[src/rtl/queue_ctrl_2x123_pkg.sv]
// Shared sizing constants and payload/pointer/count types for the 2 x 123-bit
// queue controller and its interface.
package queue_ctrl_pkg;

  localparam int QC_WIDTH = 123;
  localparam int QC_DEPTH = 2;
  localparam int QC_AW    = $clog2(QC_DEPTH);
  localparam int QC_CW    = $clog2(QC_DEPTH + 1);

  typedef logic [QC_WIDTH-1:0] qc_entry_t;
  typedef logic [QC_AW-1:0]    qc_ptr_t;
  typedef logic [QC_CW-1:0]    qc_count_t;

endpackage

[src/rtl/queue_ctrl_2x123_if.sv]
// Producer/consumer handshake plus RAM W0/R0 port bundle for queue_ctrl_2x123.
// slave = controller view, master = environment view (producer, consumer, RAM).
interface queue_ctrl_2x123_if
  import queue_ctrl_pkg::*;
();

  logic      enq_valid;
  logic      enq_ready;
  qc_entry_t enq_bits;
  logic      deq_valid;
  logic      deq_ready;
  qc_entry_t deq_bits;
  qc_count_t count;
  qc_ptr_t   mem_W0_addr;
  logic      mem_W0_en;
  qc_entry_t mem_W0_data;
  qc_ptr_t   mem_R0_addr;
  logic      mem_R0_en;
  qc_entry_t mem_R0_data;

  modport slave (
    input  enq_valid, enq_bits, deq_ready, mem_R0_data,
    output enq_ready, deq_valid, deq_bits, count,
           mem_W0_addr, mem_W0_en, mem_W0_data, mem_R0_addr, mem_R0_en
  );

  modport master (
    output enq_valid, enq_bits, deq_ready, mem_R0_data,
    input  enq_ready, deq_valid, deq_bits, count,
           mem_W0_addr, mem_W0_en, mem_W0_data, mem_R0_addr, mem_R0_en
  );

endinterface

[src/rtl/queue_ctrl_2x123_wrap_ptr.sv]
// AW-bit wrapping pointer: advances by one on i_inc, cleared asynchronously.
module queue_wrap_ptr #(
  parameter int AW = 1
) (
  input  logic          clock,
  input  logic          reset_n,
  input  logic          i_inc,
  output logic [AW-1:0] o_ptr
);

  logic [AW-1:0] r_ptr;

  // DEPTH is a power of two, so natural overflow is the wrap.
  always_ff @(posedge clock or negedge reset_n) begin
    if (!reset_n) begin
      r_ptr <= '0;
    end else if (i_inc) begin
      r_ptr <= r_ptr + AW'(1);
    end
  end

  assign o_ptr = r_ptr;

endmodule

[src/rtl/queue_ctrl_2x123.sv]
// Ready/valid FIFO controller driving an external DEPTH x WIDTH RAM (W0 write, R0 comb read).
// Optional macro QUEUE_CTRL_FLOW_EN: empty-queue pass-through from enq to deq in the same cycle.
module queue_ctrl_2x123
  import queue_ctrl_pkg::*;
#(
  parameter int WIDTH = QC_WIDTH,
  parameter int DEPTH = QC_DEPTH,
  parameter int AW    = $clog2(DEPTH),
  parameter int CW    = $clog2(DEPTH + 1)
) (
  input  logic              clock,
  input  logic              reset_n,
  queue_ctrl_2x123_if.slave io
);

  logic [AW-1:0]    w_enq_ptr;
  logic [AW-1:0]    w_deq_ptr;
  logic [AW-1:0]    w_ptr_diff;
  logic             r_maybe_full;
  logic             w_ptr_match;
  logic             w_empty;
  logic             w_full;
  logic             w_enq_ready;
  logic             w_deq_valid;
  logic [WIDTH-1:0] w_deq_bits;
  logic             w_do_enq;
  logic             w_do_deq;
  logic             w_pass;
  logic             w_enq_inc;
  logic             w_deq_inc;

  assign w_ptr_match = (w_enq_ptr == w_deq_ptr);
  assign w_empty     = w_ptr_match & ~r_maybe_full;
  assign w_full      = w_ptr_match &  r_maybe_full;
  assign w_enq_ready = ~w_full;

  // reset_n gates the write so the RAM sees no commit while held in reset.
  assign w_do_enq = io.enq_valid & w_enq_ready & reset_n;

`ifdef QUEUE_CTRL_FLOW_EN
  assign w_deq_valid = w_empty ? io.enq_valid : 1'b1;
  assign w_deq_bits  = w_empty ? io.enq_bits  : io.mem_R0_data;
  assign w_pass      = w_empty & w_do_enq & io.deq_ready;
`else
  assign w_deq_valid = ~w_empty;
  assign w_deq_bits  = io.mem_R0_data;
  assign w_pass      = 1'b0;
`endif

  assign w_do_deq = w_deq_valid & io.deq_ready;

  // A pass-through entry never touches the RAM or the pointers.
  assign w_enq_inc = w_do_enq & ~w_pass;
  assign w_deq_inc = w_do_deq & ~w_pass;

  queue_wrap_ptr #(.AW(AW)) u_enq_ptr (
    .clock   (clock),
    .reset_n (reset_n),
    .i_inc   (w_enq_inc),
    .o_ptr   (w_enq_ptr)
  );

  queue_wrap_ptr #(.AW(AW)) u_deq_ptr (
    .clock   (clock),
    .reset_n (reset_n),
    .i_inc   (w_deq_inc),
    .o_ptr   (w_deq_ptr)
  );

  always_ff @(posedge clock or negedge reset_n) begin
    if (!reset_n) begin
      r_maybe_full <= 1'b0;
    end else if (w_enq_inc != w_deq_inc) begin
      r_maybe_full <= w_enq_inc;
    end
  end

  assign w_ptr_diff = w_enq_ptr - w_deq_ptr;

  assign io.enq_ready   = w_enq_ready;
  assign io.deq_valid   = w_deq_valid;
  assign io.deq_bits    = w_deq_bits;
  assign io.count       = w_full ? CW'(DEPTH) : CW'(w_ptr_diff);
  assign io.mem_W0_en   = w_enq_inc;
  assign io.mem_W0_addr = w_enq_ptr;
  assign io.mem_W0_data = io.enq_bits;
  assign io.mem_R0_en   = ~w_empty;
  assign io.mem_R0_addr = w_deq_ptr;

endmodule

[src/flat_wrapper.sv]
// flat-port wrapper written by rule: the top's interface ports become plain ports
module queue_ctrl_2x123_flat import queue_ctrl_pkg::*;
#(
  parameter int WIDTH = QC_WIDTH,
  parameter int DEPTH = QC_DEPTH,
  parameter int AW    = $clog2(DEPTH),
  parameter int CW    = $clog2(DEPTH + 1)
)
  (clock, reset_n, io_enq_valid, io_enq_bits, io_deq_ready, io_mem_R0_data, io_enq_ready, io_deq_valid, io_deq_bits, io_count, io_mem_W0_addr, io_mem_W0_en, io_mem_W0_data, io_mem_R0_addr, io_mem_R0_en);
  queue_ctrl_2x123_if io_i ();
  input  logic clock;
  input  logic reset_n;
  input wire logic [$bits(io_i.enq_valid)-1:0] io_enq_valid;
  input wire logic [$bits(io_i.enq_bits)-1:0] io_enq_bits;
  input wire logic [$bits(io_i.deq_ready)-1:0] io_deq_ready;
  input wire logic [$bits(io_i.mem_R0_data)-1:0] io_mem_R0_data;
  output wire logic [$bits(io_i.enq_ready)-1:0] io_enq_ready;
  output wire logic [$bits(io_i.deq_valid)-1:0] io_deq_valid;
  output wire logic [$bits(io_i.deq_bits)-1:0] io_deq_bits;
  output wire logic [$bits(io_i.count)-1:0] io_count;
  output wire logic [$bits(io_i.mem_W0_addr)-1:0] io_mem_W0_addr;
  output wire logic [$bits(io_i.mem_W0_en)-1:0] io_mem_W0_en;
  output wire logic [$bits(io_i.mem_W0_data)-1:0] io_mem_W0_data;
  output wire logic [$bits(io_i.mem_R0_addr)-1:0] io_mem_R0_addr;
  output wire logic [$bits(io_i.mem_R0_en)-1:0] io_mem_R0_en;
  assign io_i.enq_valid = io_enq_valid;
  assign io_i.enq_bits = io_enq_bits;
  assign io_i.deq_ready = io_deq_ready;
  assign io_i.mem_R0_data = io_mem_R0_data;
  assign io_enq_ready = io_i.enq_ready;
  assign io_deq_valid = io_i.deq_valid;
  assign io_deq_bits = io_i.deq_bits;
  assign io_count = io_i.count;
  assign io_mem_W0_addr = io_i.mem_W0_addr;
  assign io_mem_W0_en = io_i.mem_W0_en;
  assign io_mem_W0_data = io_i.mem_W0_data;
  assign io_mem_R0_addr = io_i.mem_R0_addr;
  assign io_mem_R0_en = io_i.mem_R0_en;
  queue_ctrl_2x123 #(.WIDTH(WIDTH), .DEPTH(DEPTH), .AW(AW), .CW(CW)) u_core (.clock(clock), .reset_n(reset_n), .io(io_i));
endmodule
[config.mk]
export PLATFORM = sky130hd
export DESIGN_NAME = queue_ctrl_2x123_flat
export DESIGN_NICKNAME = d
export VERILOG_FILES = /design/src/rtl/queue_ctrl_2x123_pkg.sv /design/src/rtl/queue_ctrl_2x123_if.sv /design/src/rtl/queue_ctrl_2x123_wrap_ptr.sv /design/src/rtl/queue_ctrl_2x123.sv /design/src/flat_wrapper.sv
export SDC_FILE = /design/constraint.sdc
export NUM_CORES = 1
export LEC_CHECK = 0
export ABC_AREA = 1
export CORE_AREA = 2 2 198 200
export CTS_BUF_LIST = sky130_fd_sc_hd__clkbuf_4
export CTS_CLUSTER_DIAMETER = 60
export DETAILED_ROUTE_END_ITERATION = 10
export DIE_AREA = 0 0 200 202
export SKIP_LAST_GASP = 1
export SYNTH_ARGS = -nofsm -noshare
export SYNTH_HDL_FRONTEND = slang
export SYNTH_SLANG_ARGS = --single-unit
[constraint.sdc]
create_clock -name clock -period 1 [get_ports clock]
set_input_delay 0.2 -clock clock [delete_from_list [all_inputs] [get_ports clock]]
set_output_delay 0.2 -clock clock [all_outputs]
set_load 0.02 [all_outputs]
Word level (Yosys, flattened, before mapping):

Cells that the tools add are included.

* bits in registers: 3
* bits in latches: 0
* memory bits (writable): 0
* memory bits (read-only): 0
* output and inout port bits: 254
* logic and storage cells: 17
* memories kept: 0

* add/subtract/negate cells: 3
* $mul: 0
* div/mod/pow operators: 0
* order comparisons: 0
* equal/unequal tests: 2
* shifts and indexed selects: 0
* muxes and demuxes: 1
* bitwise operators: 8
* reduce and logical (&&, ||, !) cells: 0

Operators with widths (count)
* 1-bit bitwise AND: 5
* 1-bit NOT: 3
* 1-bit adder, second input constant: 2
* 2-bit 2-to-1 mux: 1
* 1-bit == test: 1
* 1-bit != test: 1
* 1-bit subtractor: 1

Logic depth before layout (Yosys ltp):

* depth in word-level cells: 6
* gate-level depth with buffers: 6

Cells and area by module:

Synthesis repeated with hierarchy kept, for this count alone.

* cells, all modules: 282
* area, all modules: 2084.5 µm²

Modules (own cells, without submodules)
* queue_ctrl_2x123: times used 1, cells each 270, area an instance 1996.9 µm²
* queue_wrap_ptr: times used 2, cells each 6, area an instance 43.8 µm²

Least setup slack after synthesis:

OpenSTA, ideal clock, no wires.

* path type: register to output
* start: register u_core.u_enq_ptr.r_ptr, in the netlist u_core.u_enq_ptr.o_ptr
* end: output io_mem_R0_en
* arrival: 1.063 ns
* required time: 0.800 ns
* slack: -0.263 ns
* cell stages (with the launch flop): 5
* path buffers: 1
* cells stage by stage: dfrtp_1 inv_2 nand2_2 nand3_2 buf_4

* word-level cells in the longest chain between the ends: 3

RTL lines
* start, declared: line queue_ctrl_2x123_wrap_ptr.sv:11 `logic [AW-1:0] r_ptr;`
* start signal, assigned: line queue_ctrl_2x123_wrap_ptr.sv:18 `r_ptr <= r_ptr + AW'(1);`
* 1-bit == test: line queue_ctrl_2x123.sv:32 `assign w_ptr_match = (w_enq_ptr == w_deq_ptr);`
* 1-bit bitwise AND: line queue_ctrl_2x123.sv:33 `assign w_empty = w_ptr_match & ~r_maybe_full;`
* 1-bit NOT
* end, declared: line flat_wrapper.sv:25 `output wire logic [$bits(io_i.mem_R0_en)-1:0] io_mem_R0_en;`

No other way between the ends.

Worst setup path after layout:

* start: register u_core.u_deq_ptr.r_ptr, in the netlist u_core.u_deq_ptr.o_ptr
* end: output io_mem_W0_en

* word-level cells in the longest chain between the ends: 5

RTL lines
* start, declared: line queue_ctrl_2x123_wrap_ptr.sv:11
* start signal, assigned: line queue_ctrl_2x123_wrap_ptr.sv:18
* 1-bit == test: line queue_ctrl_2x123.sv:32
* 1-bit bitwise AND: line queue_ctrl_2x123.sv:34 `assign w_full = w_ptr_match & r_maybe_full;`
* 1-bit NOT: line queue_ctrl_2x123.sv:35 `assign w_enq_ready = ~w_full;`
* 1-bit bitwise AND (2 in series): line queue_ctrl_2x123.sv:38 `assign w_do_enq = io.enq_valid & w_enq_ready & reset_n;`
* end, declared: line flat_wrapper.sv:22 `output wire logic [$bits(io_i.mem_W0_en)-1:0] io_mem_W0_en;`

No other way between the ends.

==> reports/metrics.yaml <==
multi_input_area_sq_um: 151
power_mw: 1.89
netlist.area_leader.share: 0.899
vdd_drop_max_uv: 579
yosys.cell_types.count: 11
synthesis.area_sq_mm: 0.00207
arrival_ns: 1.20
netlist_top_cells_area: "buf_4 (90%), dfrtp_1 (3.6%), nand2_1 (1.8%)"
setup_tns_ns: -2.64
hold_ws_ns: 0.263
slowest_delay_ns: 0.42
reg2regPathDepth: 7
grt_pass1_wl_um: 8530
gp_congestion: 0.558
ys_seq_elements: 3
cap_violations: 0
synth-seq-area-share: 0.0363
fin_nets: 308
clk_pin_slew_ns: 0.04
slew_violations: 0
cts-root-buf: "clkbuf_4"
grt_overflow: 0
start_util: 0.0541
ant_nets: 0
antenna_found_initial: 2
cts_buffers: 3
final_cells: 576
crit_path_max_fanout: 3
drtPass1Iterations: 2
port_buffers: 11
dp_cells: 566
fill_cells: 4566
cts-htree-levels: 1
layout-drive-gt1-share: 0.737
cts_tree: "done"
cpMaxStageDelayCell: "dfrtp_2"
seqCellArea_sq_um: 77.6
worstReg2RegStart: "u_core.u_deq_ptr.o_ptr$_DFFE_PN0P_"
violations: "negative setup slack"
dieHeight_um: 202
die_x_um: 200
clkLatencyLatePin_ns: 0.23
drtIter0Drc: 10
setup_viol: 11
syn_nets: 527
yosysWarningCount: 0
clock_skew_ns: 0.00228
dieArea_sq_mm: 0.0404
required_ns: 0.80
p_leak_nw: 0.277
timing.final.crit_share: 1.40
hpwl_um: 6390
startpoint_type: "register"
slew_headroom: 0.910
crit_path_cell_trace: "inv_2, nand2_4, nand3_4, buf_6, nand2_4, inv_2, buf_6"
cp-end-kind: "output pin"
vias: 749
syn_inst: 277
reg2reg_slack_ns: -0.19
status: "finished, violations left"
coreArea_sq_mm: 0.0383
via_per_inst: 1.30
drcViolationCount: 0
critPathKind: "reg2out"
finalWirelength_um: 7670
fmax_mhz: 716
rows: 72
rr_endpoint: "u_core.r_maybe_full$_DFFE_PN0P_"
hold_viol_final: 0
ctsLongestPathBuffers: 2
rsz0062_at_grt: "yes"
max_slew.worst_pin.slew_ns: 0.135
power.density_mw_per_mm2: 1640
io_pins: 504
period_minus_slack_ns: 1.40
clock-sinks: 3
syn_to_final_growth_pct: -44.5
yosysTopAreaCell: "buf_4"
grt_max_degree: 5
grt_util_all_layers: 0.0348
setup_slack_ns: -0.397
grt_pass1_vias: 878
avgSynthCellArea_sq_um: 7.48
wl_per_cell_um: 13.3
hp-class: "in2async"
[cells in the final DEF, fill, tap and decap left out]
| cell type | synthesis | layout |
|---|---|---|
| buf_12 | 0 | 1 |
| buf_2 | 0 | 1 |
| buf_4 | 248 | 12 |
| buf_6 | 0 | 6 |
| clkbuf_2 | 0 | 1 |
| clkbuf_4 | 0 | 4 |
| clkdlybuf4s50_1 | 0 | 3 |
| dfrtp_1 | 3 | 1 |
| dfrtp_2 | 0 | 2 |
| diode_2 | 0 | 1 |
| inv_1 | 4 | 2 |
| inv_2 | 2 | 4 |
| nand2_1 | 10 | 7 |
| nand2_2 | 3 | 3 |
| nand2_4 | 0 | 3 |
| nand3_1 | 3 | 1 |
| nand3_2 | 1 | 2 |
| nand3_4 | 1 | 2 |
| nand4_1 | 1 | 1 |
| or2_2 | 1 | 1 |
[cell type report]
type / count / area share
sequential: 3 / 0.0675
inverter: 6 / 0.0196
antenna: 1 / 0.00218
tap: 518 / 0.564
timing repair buffer: 24 / 0.189
multi-input combinational: 20 / 0.132
clock buffer: 4 / 0.0261
[registers in the layout, summed over array words and instances (netlist names)]
name / flops
u_core.r_maybe_full: 1
u_core.u_deq_ptr.o_ptr: 1
u_core.u_enq_ptr.o_ptr: 1
[worst max-delay path by stage]
stage	end	depth (start not counted)	from
finish	io_mem_W0_en	7	u_core.u_deq_ptr.o_ptr$_DFFE_PN0P_
detailed placement	io_mem_R0_en	4	u_core.u_deq_ptr.o_ptr$_DFFE_PN0P_
CTS	io_mem_W0_en	7	u_core.u_deq_ptr.o_ptr$_DFFE_PN0P_
global route	io_mem_W0_en	7	u_core.u_enq_ptr.o_ptr$_DFFE_PN0P_
floorplan	io_mem_W0_en	5	u_core.u_deq_ptr.o_ptr$_DFFE_PN0P_
global placement	io_mem_R0_en	4	u_core.u_deq_ptr.o_ptr$_DFFE_PN0P_
[critical path: cells and delay by family, from the launching register on]
kind                   cells  cell delay [ns]
buffers and inverters      4             0.35
AND/OR/NAND/NOR            3             0.19
flip-flops                 1             0.42
[through the flow]
stage / area [sq um] / worst slack (ns) / util
floorplan: 2090 / -0.142 / -
global placement: 1050 / -0.453 / 0.0275
detailed placement: 1050 / -0.460 / 0.0275
CTS: 1130 / -0.419 / 0.0295
global route: 1150 / -0.458 / 0.0300
finish: 1150 / -0.397 / 0.0300
[cells by family after synthesis]
group | after synthesis | synth area share
DFF | 3 | 0.0363
buffers and inverters | 254 | 0.910
and+or+nand+nor | 20 | 0.0538
[cells in the mapped netlist]
library cell and count:
nand3_1 3, or2_2 1, nand3_2 1, inv_1 4, nand4_1 1, nand2_2 3, buf_4 248, dfrtp_1 3
nand3_4 1, inv_2 2, nand2_1 10
[layer usage]
metal,part of all wire,vias to the layer above,track usage
li1,-,146,-
met1,0.19,218,0.0197
met2,0.36,255,0.0376
met3,0.28,130,0.0442
met4,0.18,0,0.0611
met5,0,-,0
[power by group]
group	internal (mW)	leakage, nW	total, mW	switching (mW)
Combinational	0.698	0.224	1.40	0.703
Clock	0.176	0.0184	0.235	0.0584
Sequential	0.183	0.0347	0.254	0.0705
[timing repair]
item / 4_1_cts / 5_1_grt
pin swaps: 2 / 3
buffers inserted: 3 / 2
endpoints found under the setup margin: 10 / 11
hold buffers: 0 / 0
cloned: 0 / 0
resized for setup: 35 / 4
Power figures use the tool's default switching activity.
